--- config.mk ---
export PLATFORM = sky130hd
export DESIGN_NAME = lix_shr_arb
export DESIGN_NICKNAME = d
export VERILOG_FILES = /design/src/rtl/lix_shr_arb.sv
export SDC_FILE = /design/constraint.sdc
export NUM_CORES = 1
export LEC_CHECK = 0
export BUFFER_PORTS_ARGS = -buffer_cell sky130_fd_sc_hd__buf_2
export CORE_AREA = 2 2 67 69
export DETAILED_ROUTE_END_ITERATION = 10
export DIE_AREA = 0 0 69 71
export PLACE_DENSITY = 0.73
export SYNTH_ARGS = -nofsm -noshare
export SYNTH_HDL_FRONTEND = slang
export SYNTH_SLANG_ARGS = --single-unit
export TNS_END_PERCENT = 100
--- constraint.sdc ---
create_clock -name clk_i -period 2.7 [get_ports clk_i]
set_input_delay 0.135 -clock clk_i [delete_from_list [all_inputs] [get_ports clk_i]]
set_output_delay 0.135 -clock clk_i [all_outputs]
set_load 0.05 [all_outputs]
--- src/rtl/lix_shr_arb.sv ---
// lix_shr_arb: two-requester round-robin scheduler with shadow valid/ID tracking and flush/drain for a fixed-latency pipeline
module lix_shr_arb #(
  parameter int W = 32,
  parameter int N = 2
) (
  input  logic         clk_i,
  input  logic         rst_i,
  input  logic         req0_vld,
  output logic         req0_rdy,
  input  logic [W-1:0] req0_x,
  input  logic         req1_vld,
  output logic         req1_rdy,
  input  logic [W-1:0] req1_x,
  input  logic         flush_i,
  output logic         p_vld,
  output logic         p_en,
  output logic [W-1:0] p_x,
  input  logic [W-1:0] p_z,
  output logic         o_vld,
  input  logic         o_rdy,
  output logic         o_id,
  output logic [W-1:0] o_z,
  output logic         o_busy,
  output logic         o_drained
);
  localparam int CW = $clog2(N + 1);
  typedef enum logic [1:0] {IDLE, RUN, DRAIN} state_t;
  state_t state, state_nxt;
  logic last, grant, ok, acc, hs;
  logic [N-1:0] sh_v, sh_id;
  logic [CW-1:0] cnt, cnt_nxt;
  assign o_vld = sh_v[N-1];
  assign o_id = sh_id[N-1];
  assign o_z = p_z;
  assign p_en = o_rdy | ~o_vld;
  assign grant = req1_vld & (~req0_vld | ~last);
  assign ok = p_en & (state != DRAIN) & ~flush_i;
  assign req0_rdy = ok & ~grant;
  assign req1_rdy = ok & grant;
  assign acc = ok & (req0_vld | req1_vld);
  assign p_vld = acc;
  assign p_x = grant ? req1_x : req0_x;
  assign hs = o_vld & o_rdy;
  assign cnt_nxt = cnt + CW'(acc) - CW'(hs);
  assign o_busy = cnt != '0;
  assign o_drained = (state == IDLE) & flush_i;
  always_comb begin
    state_nxt = state;
    case (state)
      IDLE:    state_nxt = acc ? RUN : (flush_i && cnt != '0) ? DRAIN : IDLE;
      RUN:     state_nxt = (cnt_nxt == '0 && !acc) ? IDLE : flush_i ? DRAIN : RUN;
      DRAIN:   state_nxt = (cnt_nxt == '0) ? IDLE : DRAIN;
      default: state_nxt = IDLE;
    endcase
  end
  always_ff @(posedge clk_i) begin
    if (rst_i) begin
      state <= IDLE;
      last <= 1'b1;
      cnt <= '0;
      sh_v <= '0;
      sh_id <= '0;
    end else begin
      state <= state_nxt;
      cnt <= cnt_nxt;
      if (acc) last <= grant;
      if (p_en) begin
        sh_v <= N'({sh_v, acc});
        sh_id <= N'({sh_id, grant});
      end
    end
  end
endmodule

---- Word-level counts from Yosys, hierarchy flattened ----
Cells that the tools add are included.
word-level totals
  flip-flop bits (word level) ............. 9
  input bits .............................. 102
  output and inout bits ................... 72
  logic and storage cells ................. 39
operators by class
  add/sub/neg operators ................... 2
  equality and inequality tests ........... 3
  mux-type cells .......................... 7
  bitwise gates (word level) .............. 16
  reductions and logical operators ........ 6
operators by type and width
  cell                                                                    count
  32-bit two-way mux                                                      1
  2-bit two-way mux                                                       5
  1-bit AND                                                               8
  2-bit case mux with 3 select lines                                      1
  1-bit NOT                                                               5
  2-bit zero test                                                         2
  1-bit bitwise OR                                                        3
  2-bit by 1-bit adder with 2-bit output                                  1
  2-bit by 1-bit equality test with 1-bit output (second input constant)  1
  2-bit equality test (second input constant)                             1
  1-bit logical AND                                                       2
  2-bit inequality test (second input constant)                           1
  2-bit nonzero test                                                      1
  2-bit by 1-bit subtractor with 2-bit output                             1
  1-bit zero test                                                         1

---- Depth between registers and ports, before layout ----
Gate-level depths: netlist (run 1).
  depth after elaboration ................. 11
  depth in mapped cells ................... 9
  depth with buffers taken out ............ 8

---- Worst setup path after synthesis (run 1) ----
No wires, ideal clock.
  path type ............................... flip-flop to flip-flop
  from .................................... register sh_v[1]
  to ...................................... register state[1]
  library setup time ...................... 0.130 ns
  data arrival time ....................... 2.364 ns
  data required time ...................... 2.570 ns
  slack ................................... 0.206 ns
  stages on the path, launching flop included .. 10
  path buffers ............................ 1
  clock period less this slack ............ 2.494 ns
  cells stage by stage .................... dfxtp_1 > nor2b_1 > clkbuf_2 > clkinv_2 > nand4_1 > inv_1 > ha_1 > xor3_1 > o221ai_1 > a21oi_1
on the way
  cells in the longest elaborated chain, start to end .. 11
  elaborated cells on any way between the ends .. 15
  classes of those cells .................. add/sub (2); mux (4); bitwise (6); reduce/logical (3)
ends and longest elaborated chain
  what                                         RTL line  RTL
  from (decl)                                  30        logic [N-1:0] sh_v, sh_id;
  from (signal assigned)                       68        sh_v <= N'({sh_v, acc});
  1-bit NOT *                                  35        assign p_en = o_rdy | ~o_vld;
  1-bit bitwise OR *                           35
  named net p_en                               16        output logic p_en,
  1-bit AND * (2 in series)                    37        assign ok = p_en & (state != DRAIN) & ~flush_i;
  1-bit AND *                                  40        assign acc = ok & (req0_vld | req1_vld);
  named net p_vld                              15        output logic p_vld,
  2-bit by 1-bit adder with 2-bit output       44        assign cnt_nxt = cnt + CW'(acc) - CW'(hs);
  2-bit by 1-bit subtractor with 2-bit output  44
  2-bit zero test                              51, 52
  1-bit logical AND                            51        RUN: state_nxt = (cnt_nxt == '0 && !acc) ? IDLE : flush_i ? DRAIN : RUN;
  2-bit two-way mux                            51
  2-bit case mux with 3 select lines *         49        case (state)
  to (signal assigned)                         64        state <= state_nxt;
  to (decl)                                    28        state_t state, state_nxt;
The timed path passes the listed nets; every way through them passes the cells marked *.
A chain may end at the register's enable or synchronous reset.

---- Worst setup path in the final report (run 1) ----
  from .................................... register sh_v[1]
  to ...................................... register state[0]
on the way
  cells in the longest elaborated chain, start to end .. 11
  elaborated cells on any way between the ends .. 14
  classes of those cells .................. add/sub (2); mux (3); bitwise (6); reduce/logical (3)
ends and longest elaborated chain
  what                                         RTL line
  1-bit NOT                                    35
  1-bit bitwise OR                             35
  1-bit AND (2 in series)                      37
  1-bit AND                                    40
  2-bit by 1-bit adder with 2-bit output       44
  2-bit by 1-bit subtractor with 2-bit output  44
  2-bit zero test                              51
  1-bit logical AND                            51
  2-bit two-way mux                            51
  2-bit case mux with 3 select lines *         49
Mark *: on every way between the ends. The rest lies on a longest branch, timed or not.

==> results by group, run 1 <==
Run status
  – Status: completed

Yosys
  – Ys flop type: dfxtp_1
  – Post-synthesis async set-or-reset flop share: 0%
  – Synth unique cells: 29
  – Post-synth EDFFs: 0
  – Synth Area in Compound Gates: 8.859%
  – Mux contribution to synthesized area: 31.89%
  – Synthesized area: 1130 um^2
  – Sequential share of the synthesized area: 15.95%
  – Avg Cell Area, Syn: 9.261 um^2
  – Post-synth top area share: 30.90%
  – Number of synthesized register bits: 9
  – Largest family of logic cells by synthesized area: multiplexers
  – Synthesis Warnings: 0
  – Syn Nets: 226
  – Synth area leader: mux2_2
  – XOR/XNOR share of the synthesized area: 2.104%
  – Adder-Cell Fraction of Synth Area: 2.215%
  – Simple-gate portion of the synthesized area: 10.85%
  – Mapped Cells: 122
  – Main area contributors after synthesis: mux2_2 (31%), buf_4 (21%), dfxtp_1 (16%)

Power
  – Leakage power: 0.7881 nW
  – Cell Pwr Density: 511.0 nW/um^2
  – Maximum VDD drop: 0.0001710 V

Critical path
  – Cell family with most CP delay: simple AND/OR/NAND/NOR gates
  – WP data required: 2.81 ns
  – Slowest CP cell: nor2b_1
  – Startpoint types: flip-flop
  – Kind of critical path: flip-flop to flip-flop
  – Worst-path cell chain: nor2b_1 -> clkinv_2 -> nand4_1 -> inv_1 -> ha_1 -> xor3_1 -> o211ai_1 -> a21oi_1
  – Max FO, Critical Path: 7
  – CP max stage delay: 0.43 ns
  – CP Capture Type: flip-flop
  – WP data arrival: 2.14 ns
  – CP bufs+invs: 2

Cells and area
  – Commonest non-fill, non-tap cell in the layout: buf_2
  – Fin cells: 251
  – Final core occ: 35.65%
  – Syn-to-layout area delta: 32.67%
  – Most frequent cells in the layout: buf_2 (109), mux2_2 (31), dfxtp_1 (9)
  – Final nets: 304
  – Layout cells sized above 1: 75.38%
  – Ant. Diodes: 0

Clock network
  – H-Tree Depth: 1
  – Worst-path clk slew: 0.05 ns
  – Root Buffer: clkbuf_8
  – CTS Buffer Depth: 2
  – Post-CTS setup buffer count: 0
  – CTS buffer count: 3
  – CTS tree: yes
  – Clk_lat worst skew: 0.24 ns
  – Post-CTS Hold Buffers: 0
  – Post-CTS Resized: 0
  – TritonCTS Sinks: 9

Global route
  – GRT Total Usage: 11.98%
  – Grt ovf: 0
  – Initial antenna violation count: 0
  – First-pass GRT wire length: 4788 um
  – Largest net degree at the start of global routing: 33
  – Vias in the first global route: 1053

Timing
  – RSZ-0062 raised after global routing: no
  – Final slew viol count: 0
  – Min Clock Period, post-route: 2.024 ns
  – Final Hold Vio Count: 0
  – Worst clock skew: 0.005149 ns
  – Fmax: 0.4940 GHz
  – Setup TNS Final: 0 ns
  – Slew headroom: 66.65%
  – Fin crit share: 74.98%
  – Least-Margin Pin Slew: 0.4992 ns
  – Final setup vio count: 0

Route
  – WL/cell: 12.75 um
  – DR vias/cell: 4.375
  – DRT iter0 DRCs: 48
  – Final WL: 3200 um
  – Vias: 1098
  – Drc violations: 0
  – Routed Antenna Nets: 0
  – Drt pass-1 iters: 4

Place
  – Final RePlAce weighted congestion: 0.7690
  – Placed cell count: 247
  – Post-DP HPWL: 2780 um
  – Port Buffers: 109

Floorplanning
  – Die Footprint: 4899 um^2
  – Row cnt: 24
  – # IOs: 174
  – Die Y: 71 um
  – Die width: 69 um
  – Initial core utilization: 26.88%
  – Core footprint: 4204 um^2

Flow run
  – Count of max-cap constraint violations: 0

Min path
  – Worst min-delay path category: input port to flip-flop
==> layout make-up <==
cell class                      count  area, um^2
Fill cell                         452        2705
Multi-Input combinational cell     70       631.9
Timing Repair Buffer              110       553.0
Sequential cell                     9       180.2
Tap cell                           52       65.06
Clock buffer                        4       45.04
Inverter                            6       23.77
==> synthesized netlist by cell type, types with 2 or more instances <==
master / count
a21oi_1: 5
buf_4: 32
buf_8: 3
dfxtp_1: 9
ha_1: 2
inv_1: 5
mux2_2: 31
nand2_1: 5
nand2b_1: 2
nor2_1: 3
nor2b_1: 5
nor3_1: 2
or2_2: 2
==> cells by family (layout without fill, tap and decap cells) <==
logic type                 Yosys count  count (layout)
AOI/OAI and AO/OA                   12              12
xor gates and xnor gates             1               1
adders and majority gates            2               2
buffers and inverters               43             120
DFF                                  9               9
muxes                               32              32
and+or+nand+nor                     23              23
==> final timing paths <==
path	start	to	slack [ns]	cells past startpoint
setup reg to reg	sh_v[1]	state[0]	0.68	8
setup / recovery	sh_v[1]	state[0]	0.68	8
hold reg to reg	sh_v[0]	sh_v[0]	0.46	2
hold / removal	rst_i	state[1]	0.19	2
==> where the power goes <==
part	switching (mW)	total, mW	leakage (nW)	internal [mW]
sequential	0.0127	0.161	0.0740	0.148
combinational	0.293	0.446	0.691	0.153
clock	0.0560	0.159	0.0228	0.103
==> through the flow <==
stage / instance area [um^2] / worst slack, ns / hold slack [ns] / total power, mW
floorplan: 1130 / 0.2058 / 0.2963 / 0.6327
global placement: 1454 / 0.7763 / 0.2703 / 0.6069
detailed placement: 1454 / 0.6637 / 0.2703 / 0.6114
CTS: 1499 / 0.6603 / 0.1713 / 0.7774
global route: 1499 / 0.4209 / 0.1925 / 0.8091
finish: 1499 / 0.6755 / 0.1865 / 0.7659
==> sequential cells by signal, indices dropped and copies added, names as in the netlist <==
signal  cells
sh_v        2
sh_id       2
cnt         2
last        1
state       2
==> metal layers <==
layer,vias to the layer above,global-route usage (%),wire length (um)
li1,538,-,-
met1,473,12.51,1206
met2,77,21.15,1575
met3,10,5.413,375
met4,0,4.575,42
met5,-,0,0
No activity file was read; power rests on OpenSTA's default activity.
==> run 2, diff against run 1 <==
CORE_AREA = 2 2 68 70   (was 2 2 67 69)
DIE_AREA = 0 0 70 72   (was 0 0 69 71)
PLACE_DENSITY = 0.71   (was 0.73)
clock period = 1.95 ns   (was 2.7 ns; I/O delays follow)
==> run 2 against run 1 <==
Worst setup slack worse by 0.49 ns. Clock skew down 0.0015 ns. Sequential cell count unchanged. Wire length up 2.4%. Clock power up 33%. Core utilization up 0.23 points. Hold slack worse by 0.042 ns. Cell count up 0.80%. Combinational power up 40%. Non-clock buffer count up 2. Critical path type unchanged. Critical endpoint is now state[1]. Largest cell class unchanged.
==> results by group, run 2 (synthesis results as in run 1) <==
Place
  – Post-DP HPWL: 2882 um (+3.7%)
  – Final RePlAce weighted congestion: 0.8239 (+7.1%)
  – Placed cell count: 249 (+0.81%)
  – Pre-CTS WS: 0.1892 ns (-0.4745 ns)
  – Port Buffers: 109 (unchanged)

Power
  – Maximum VDD drop: 0.0002333 V (+36%)
  – Cell Pwr Density: 691.9 nW/um^2 (+35%)
  – Leakage power: 0.7997 nW (+1.5%)

Critical path
  – CP startpoint: sh_v[1]
  – WP data arrival: 1.88 ns (-0.26 ns)
  – Max FO, Critical Path: 5 (-2)
  – Reg-to-Reg Start: sh_v[1]
  – Kind of critical path: flip-flop to flip-flop
  – Reg2reg end: state[1]
  – Reg-to-reg slack, setup: 0.18 ns (-0.49 ns)
  – Slowest CP cell: dfxtp_4
  – WP data required: 2.06 ns (-0.75 ns)
  – CP max stage delay: 0.33 ns (-0.10 ns)
  – CP Capture Type: flip-flop
  – Startpoint types: flip-flop
  – Worst-path cell chain: nor2b_1 -> clkinv_4 -> nand4_1 -> inv_4 -> ha_1 -> nand2b_1 -> o221ai_1 -> a21oi_1
  – Reg2reg path depth: 8 (unchanged)
  – Crit path to: state[1]

Cells and area
  – Ant. Diodes: 0 (unchanged)
  – Final nets: 306 (+0.66%)
  – Layout cells sized above 1: 77.11% (+1.7 points)
  – Commonest non-fill, non-tap cell in the layout: buf_2
  – Fin cells: 253 (+0.80%)
  – Syn-to-layout area delta: 35.44%
  – Most frequent cells in the layout: buf_2 (109), mux2_2 (31), dfxtp_1 (8)

Timing
  – Min Clock Period, post-route: 1.766 ns (-0.2586 ns)
  – Slew headroom: 81.67% (+15 points)
  – Final Hold Vio Count: 0 (unchanged)
  – Final slew viol count: 0 (unchanged)
  – Worst clock skew: 0.003664 ns (-0.001485 ns)
  – Fmax: 0.5663 GHz (+15%)
  – Setup slack after layout: 0.1841 ns (-0.4914 ns)
  – Setup TNS Final: 0 ns (unchanged)
  – Fin crit share: 90.56% (+16 points)
  – RSZ-0062 raised after global routing: no
  – Final setup vio count: 0 (unchanged)
  – Least-Margin Pin Slew: 0.2743 ns (-0.2249 ns)

Floorplanning
  – Die width: 70 um (+1.4%)
  – Core footprint: 4264 um^2 (+1.4%)
  – Die Y: 72 um (+1.4%)
  – Initial core utilization: 26.50% (-0.38 points)
  – # IOs: 174 (unchanged)
  – Row cnt: 24 (unchanged)
  – Die Footprint: 5040 um^2 (+2.9%)

Global route
  – First-pass GRT wire length: 5002 um (+4.5%)
  – Grt ovf: 0 (unchanged)
  – GRT Total Usage: 12.58% (+0.59 points)
  – Initial antenna violation count: 0 (unchanged)
  – Largest net degree at the start of global routing: 22 (-33%)
  – Vias in the first global route: 1045 (-0.76%)

Clock network
  – Clk_lat worst skew: 0.23 ns (about the same)
  – CTS buffer count: 3 (unchanged)
  – Worst-path clk slew: 0.04 ns (about the same)
  – Post-CTS Hold Buffers: 0 (unchanged)
  – Post-CTS Resized: 0 (unchanged)
  – H-Tree Depth: 1 (unchanged)
  – Root Buffer: clkbuf_8
  – TritonCTS Sinks: 9 (unchanged)
  – CTS tree: yes
  – CTS Buffer Depth: 2 (unchanged)
  – Post-CTS setup buffer count: 0 (unchanged)

Route
  – Drc violations: 0 (unchanged)
  – Routed Antenna Nets: 0 (unchanged)
  – Drt pass-1 iters: 4 (unchanged)
  – Final WL: 3276 um (+2.4%)
  – Vias: 1096 (-0.18%)
  – DRT iter0 DRCs: 17 (-65%)
  – DR vias/cell: 4.332 (-0.97%)
  – WL/cell: 12.95 um (+1.6%)

Run status
  – Status: completed

Min path
  – Worst min-delay path category: input port to flip-flop

Flow run
  – Count of max-cap constraint violations: 0 (unchanged)
run 2: metal layers:
layer	vias to the layer above	routed length, um	part of all wire [%]	GRT usage [%]
met5	-	0	0	0
met4	0	63	1.9	5.769
met3	8	329	10	3.611
met2	71	1368	42	18.10
met1	475	1515	46	17.35
li1	542	-	-	-
run 2: worst min-delay path by stage:
stage / start / end / slack [ns] / cells after the start
4_1_cts: req1_vld / last / 0.14 / 2
5_1_grt: req1_vld / last / 0.16 / 2
3_3_place_gp: p_z[15] / o_z[15] / 0.20 / 0
2_1_floorplan: req1_vld / last / 0.26 / 1
3_5_place_dp: p_z[15] / o_z[15] / 0.20 / 0
6_report: req1_vld / last / 0.14 / 2
run 2: worst max-delay path: cells and delay by family (launching register included):
kind | cells | cell delay [ns]
fa+ha+maj | 1 | 0.33
compound gates | 2 | 0.24
flops | 1 | 0.33
buf+inv | 2 | 0.16
simple gates | 3 | 0.59
run 2: power breakdown:
part | switching (mW) | internal [mW] | total (mW)
Sequential | 0.0168 | 0.205 | 0.222
Clock | 0.0697 | 0.142 | 0.212
Combinational | 0.409 | 0.216 | 0.625
Total | 0.496 | 0.563 | 1.06
run 2: final cells by class:
class / count / area (um^2)
inverter: 6 / 30.03
sequential: 9 / 183.9
clock buffer: 4 / 45.04
fill: 445 / 2734
tap: 52 / 65.06
multi-input combinational: 70 / 638.1
timing repair buffer: 112 / 568.0
run 2: metrics by stage:
step	power (mW)	util, %	instance area, um^2	hold slack (ns)
2_1_floorplan	0.8806	-	1149	0.2588
3_3_place_gp	0.8469	34.83	1485	0.1953
3_5_place_dp	0.8520	34.83	1485	0.1953
4_1_cts	1.070	35.89	1530	0.1389
5_1_grt	1.115	35.89	1530	0.1601
6_report	1.059	35.89	1530	0.1442
==> run 3, diff against run 2 <==
ABC_AREA = 1   (was not set)
CORE_AREA = 2 2 67 69   (was 2 2 68 70)
DIE_AREA = 0 0 69 71   (was 0 0 70 72)
PLACE_DENSITY = 0.73   (was 0.71)
==> run 3 against run 2 <==
First-iteration DRC count rose by 29%. Register-to-register slack improved by 0.20 ns. Critical path depth fell by 2. Final area fell by 1.3%. Cell count rose by 32%. Largest power group unchanged.
==> results by group, run 3 <==
Timing
  – Worst clock skew: 0.002228 ns (-0.001436 ns)
  – Setup TNS Final: 0 ns (unchanged)
  – RSZ-0062 raised after global routing: no
  – Slew headroom: 64.71% (-17 points)
  – Final slew viol count: 0 (unchanged)
  – Fmax: 0.6090 GHz (+7.5%)
  – Least-Margin Pin Slew: 0.5286 ns (+0.2542 ns)
  – Setup slack after layout: 0.3079 ns (+0.1237 ns)
  – Final setup vio count: 0 (unchanged)
  – Final Hold Vio Count: 0 (unchanged)
  – Min Clock Period, post-route: 1.642 ns (-0.1237 ns)
  – Fin crit share: 84.21% (-6.3 points)

Global route
  – Grt ovf: 0 (unchanged)
  – First-pass GRT wire length: 5602 um (+12%)
  – Vias in the first global route: 1216 (+16%)
  – GRT Total Usage: 13.80% (+1.2 points)
  – Largest net degree at the start of global routing: 35 (+59%)
  – Initial antenna violation count: 2 (+2)

Clock network
  – Post-CTS Hold Buffers: 0 (unchanged)
  – Root Buffer: clkbuf_8
  – H-Tree Depth: 1 (unchanged)
  – CTS buffer count: 3 (unchanged)
  – CTS tree: yes
  – TritonCTS Sinks: 9 (unchanged)
  – Post-CTS Resized: 0 (unchanged)
  – Worst-path clk slew: 0.04 ns (about the same)
  – Clk_lat worst skew: 0.23 ns (about the same)
  – CTS Buffer Depth: 2 (unchanged)
  – Post-CTS setup buffer count: 0 (unchanged)

Power
  – Maximum VDD drop: 0.0004458 V (+91%)
  – Leakage power: 1.006 nW (+26%)
  – Cell Pwr Density: 723.7 nW/um^2 (+4.6%)

Yosys
  – Avg Cell Area, Syn: 5.428 um^2 (-41%)
  – Mapped Cells: 204 (+67%)
  – Post-synth top area share: 38.31% (+7.4 points)
  – Synthesis Warnings: 0 (unchanged)
  – Largest family of logic cells by synthesized area: simple AND/OR/NAND/NOR gates
  – Post-synthesis async set-or-reset flop share: 0% (unchanged)
  – Synth area leader: nand2_1
  – Most common cell in the synthesized netlist: nand2_1
  – XOR/XNOR share of the synthesized area: 0% (-2.1 points)
  – Post-synth EDFFs: 0 (unchanged)
  – Sequential share of the synthesized area: 16.27% (+0.32 points)
  – Synth unique cells: 20 (-31%)
  – Ys flop type: dfxtp_1
  – Leading cell types by count after synthesis: nand2_1 (113), buf_4 (33), inv_1 (14), dfxtp_1 (9), nor2_1 (6)
  – Syn Nets: 308 (+36%)
  – Synth Area in Compound Gates: 4.407% (-4.5 points)
  – Mux contribution to synthesized area: 0% (-32 points)
  – Simple-gate portion of the synthesized area: 46.67% (+36 points)
  – Main area contributors after synthesis: nand2_1 (38%), buf_4 (22%), dfxtp_1 (16%)
  – Number of synthesized register bits: 9 (unchanged)
  – Adder-Cell Fraction of Synth Area: 2.260% (+0.045 points)
  – Synthesized area: 1107 um^2 (-2.0%)

Min path
  – Worst min-delay path category: input port to flip-flop

Place
  – Port Buffers: 109 (unchanged)
  – Placed cell count: 329 (+32%)
  – Final RePlAce weighted congestion: 0.7527 (-8.6%)
  – Pre-CTS WS: 0.4337 ns (+0.2445 ns)
  – Post-DP HPWL: 2904 um (+0.75%)

Route
  – Drt pass-1 iters: 4 (unchanged)
  – WL/cell: 10.62 um (-18%)
  – DR vias/cell: 4.180 (-3.5%)
  – DRT iter0 DRCs: 22 (+5)
  – Routed Antenna Nets: 0 (unchanged)
  – Vias: 1396 (+27%)
  – Drc violations: 0 (unchanged)
  – Final WL: 3547 um (+8.3%)

Floorplanning
  – Die width: 69 um (-1.4%)
  – Row cnt: 24 (unchanged)
  – Die Footprint: 4899 um^2 (-2.8%)
  – Die Y: 71 um (-1.4%)
  – # IOs: 174 (unchanged)
  – Core footprint: 4204 um^2 (-1.4%)
  – Initial core utilization: 26.34% (-0.16 points)

Cells and area
  – Most frequent cells in the layout: nand2_1 (113), buf_2 (109), inv_1 (14)
  – Final nets: 386 (+26%)
  – Layout cells sized above 1: 44.48% (-33 points)
  – Syn-to-layout area delta: 36.38%
  – Fillers: 469 (+5.4%)
  – Fin cells: 334 (+32%)
  – Commonest non-fill, non-tap cell in the layout: nand2_1

Critical path
  – Startpoint types: flip-flop
  – WP data arrival: 1.54 ns (-0.34 ns)
  – Max FO, Critical Path: 34 (+29)
  – Kind of critical path: flip-flop to output port
  – WP data required: 1.85 ns (-0.21 ns)
  – CP Capture Type: output port

Flow run
  – Count of max-cap constraint violations: 0 (unchanged)

Run status
  – Status: completed
==> run 3: cell count changes after synthesis, moves of 3 or more <==
cell	change
buf_2	+5
buf_8	-3
inv_1	+9
inv_2	+3
mux2_2	-31
nand2_1	+108
nand3_1	+3
nor2_1	+3
nor2b_1	-5
==> run 3: where the power goes <==
group / internal [mW] / switching, mW / total, mW / leakage, nW
Clock: 0.140 / 0.0780 / 0.218 / 0.0255
Sequential: 0.206 / 0.0108 / 0.216 / 0.0745
Combinational: 0.177 / 0.482 / 0.659 / 0.906
==> run 3: path summary, 6_finish.rpt <==
path,startpoint,slack (ns),end,cells after the start
max,last,0.31,req1_rdy,6
min,rst_i,0.10,state[1],2
max reg2reg,state[0],0.38,state[1],11
min reg2reg,last,0.45,last,2
==> run 3: area by class of cell <==
| class | count | area (um^2) | share of cell area (%) |
|---|---|---|---|
| Clock inverter | 1 | 5.005 | 0.3314 |
| Antenna cell | 1 | 2.502 | 0.1657 |
| Sequential cell | 9 | 181.4 | 12.01 |
| Inverter | 17 | 63.81 | 4.225 |
| Timing Repair Buffer | 111 | 560.5 | 37.12 |
| Tap cell | 52 | 65.06 | 4.308 |
| Multi-Input combinational cell | 140 | 590.6 | 39.11 |
| Clock buffer | 3 | 41.29 | 2.734 |
==> run 3: per-stage QoR <==
step	area, um^2	hold WS, ns	util [%]	total power, mW
after floorplan	1109	0.1599	-	0.8738
after global placement	1461	0.1953	34.76	0.8721
after detailed placement	1461	0.1953	34.76	0.8774
after CTS	1508	0.09961	35.86	1.107
after global routing	1508	0.1152	35.86	1.168
final	1510	0.1009	35.92	1.093
==> run 3: worst max-delay path, cell delays in order, from the launching register on <==
cell	delay, ns
dfxtp_1	0.30
nand2_1	0.06
nand2_2	0.06
inv_2	0.40
nand2_1	0.15
inv_1	0.08
buf_2	0.25
==> run 3: routing by layer <==
| layer | share of wire [%] | vias up | track usage (%) |
|---|---|---|---|
| met3 | 13 | 22 | 6.695 |
| met2 | 45 | 66 | 21.15 |
| met5 | 0.37 | - | 0 |
| li1 | - | 731 | - |
| met4 | 3.3 | 2 | 6.972 |
| met1 | 39 | 575 | 16.05 |
==> run 3: cell families after synthesis <==
group / Yosys count
AOI/OAI and AO/OA: 9
adders and majority gates: 2
and+or+nand+nor: 129
buffers and inverters: 55
DFF: 9
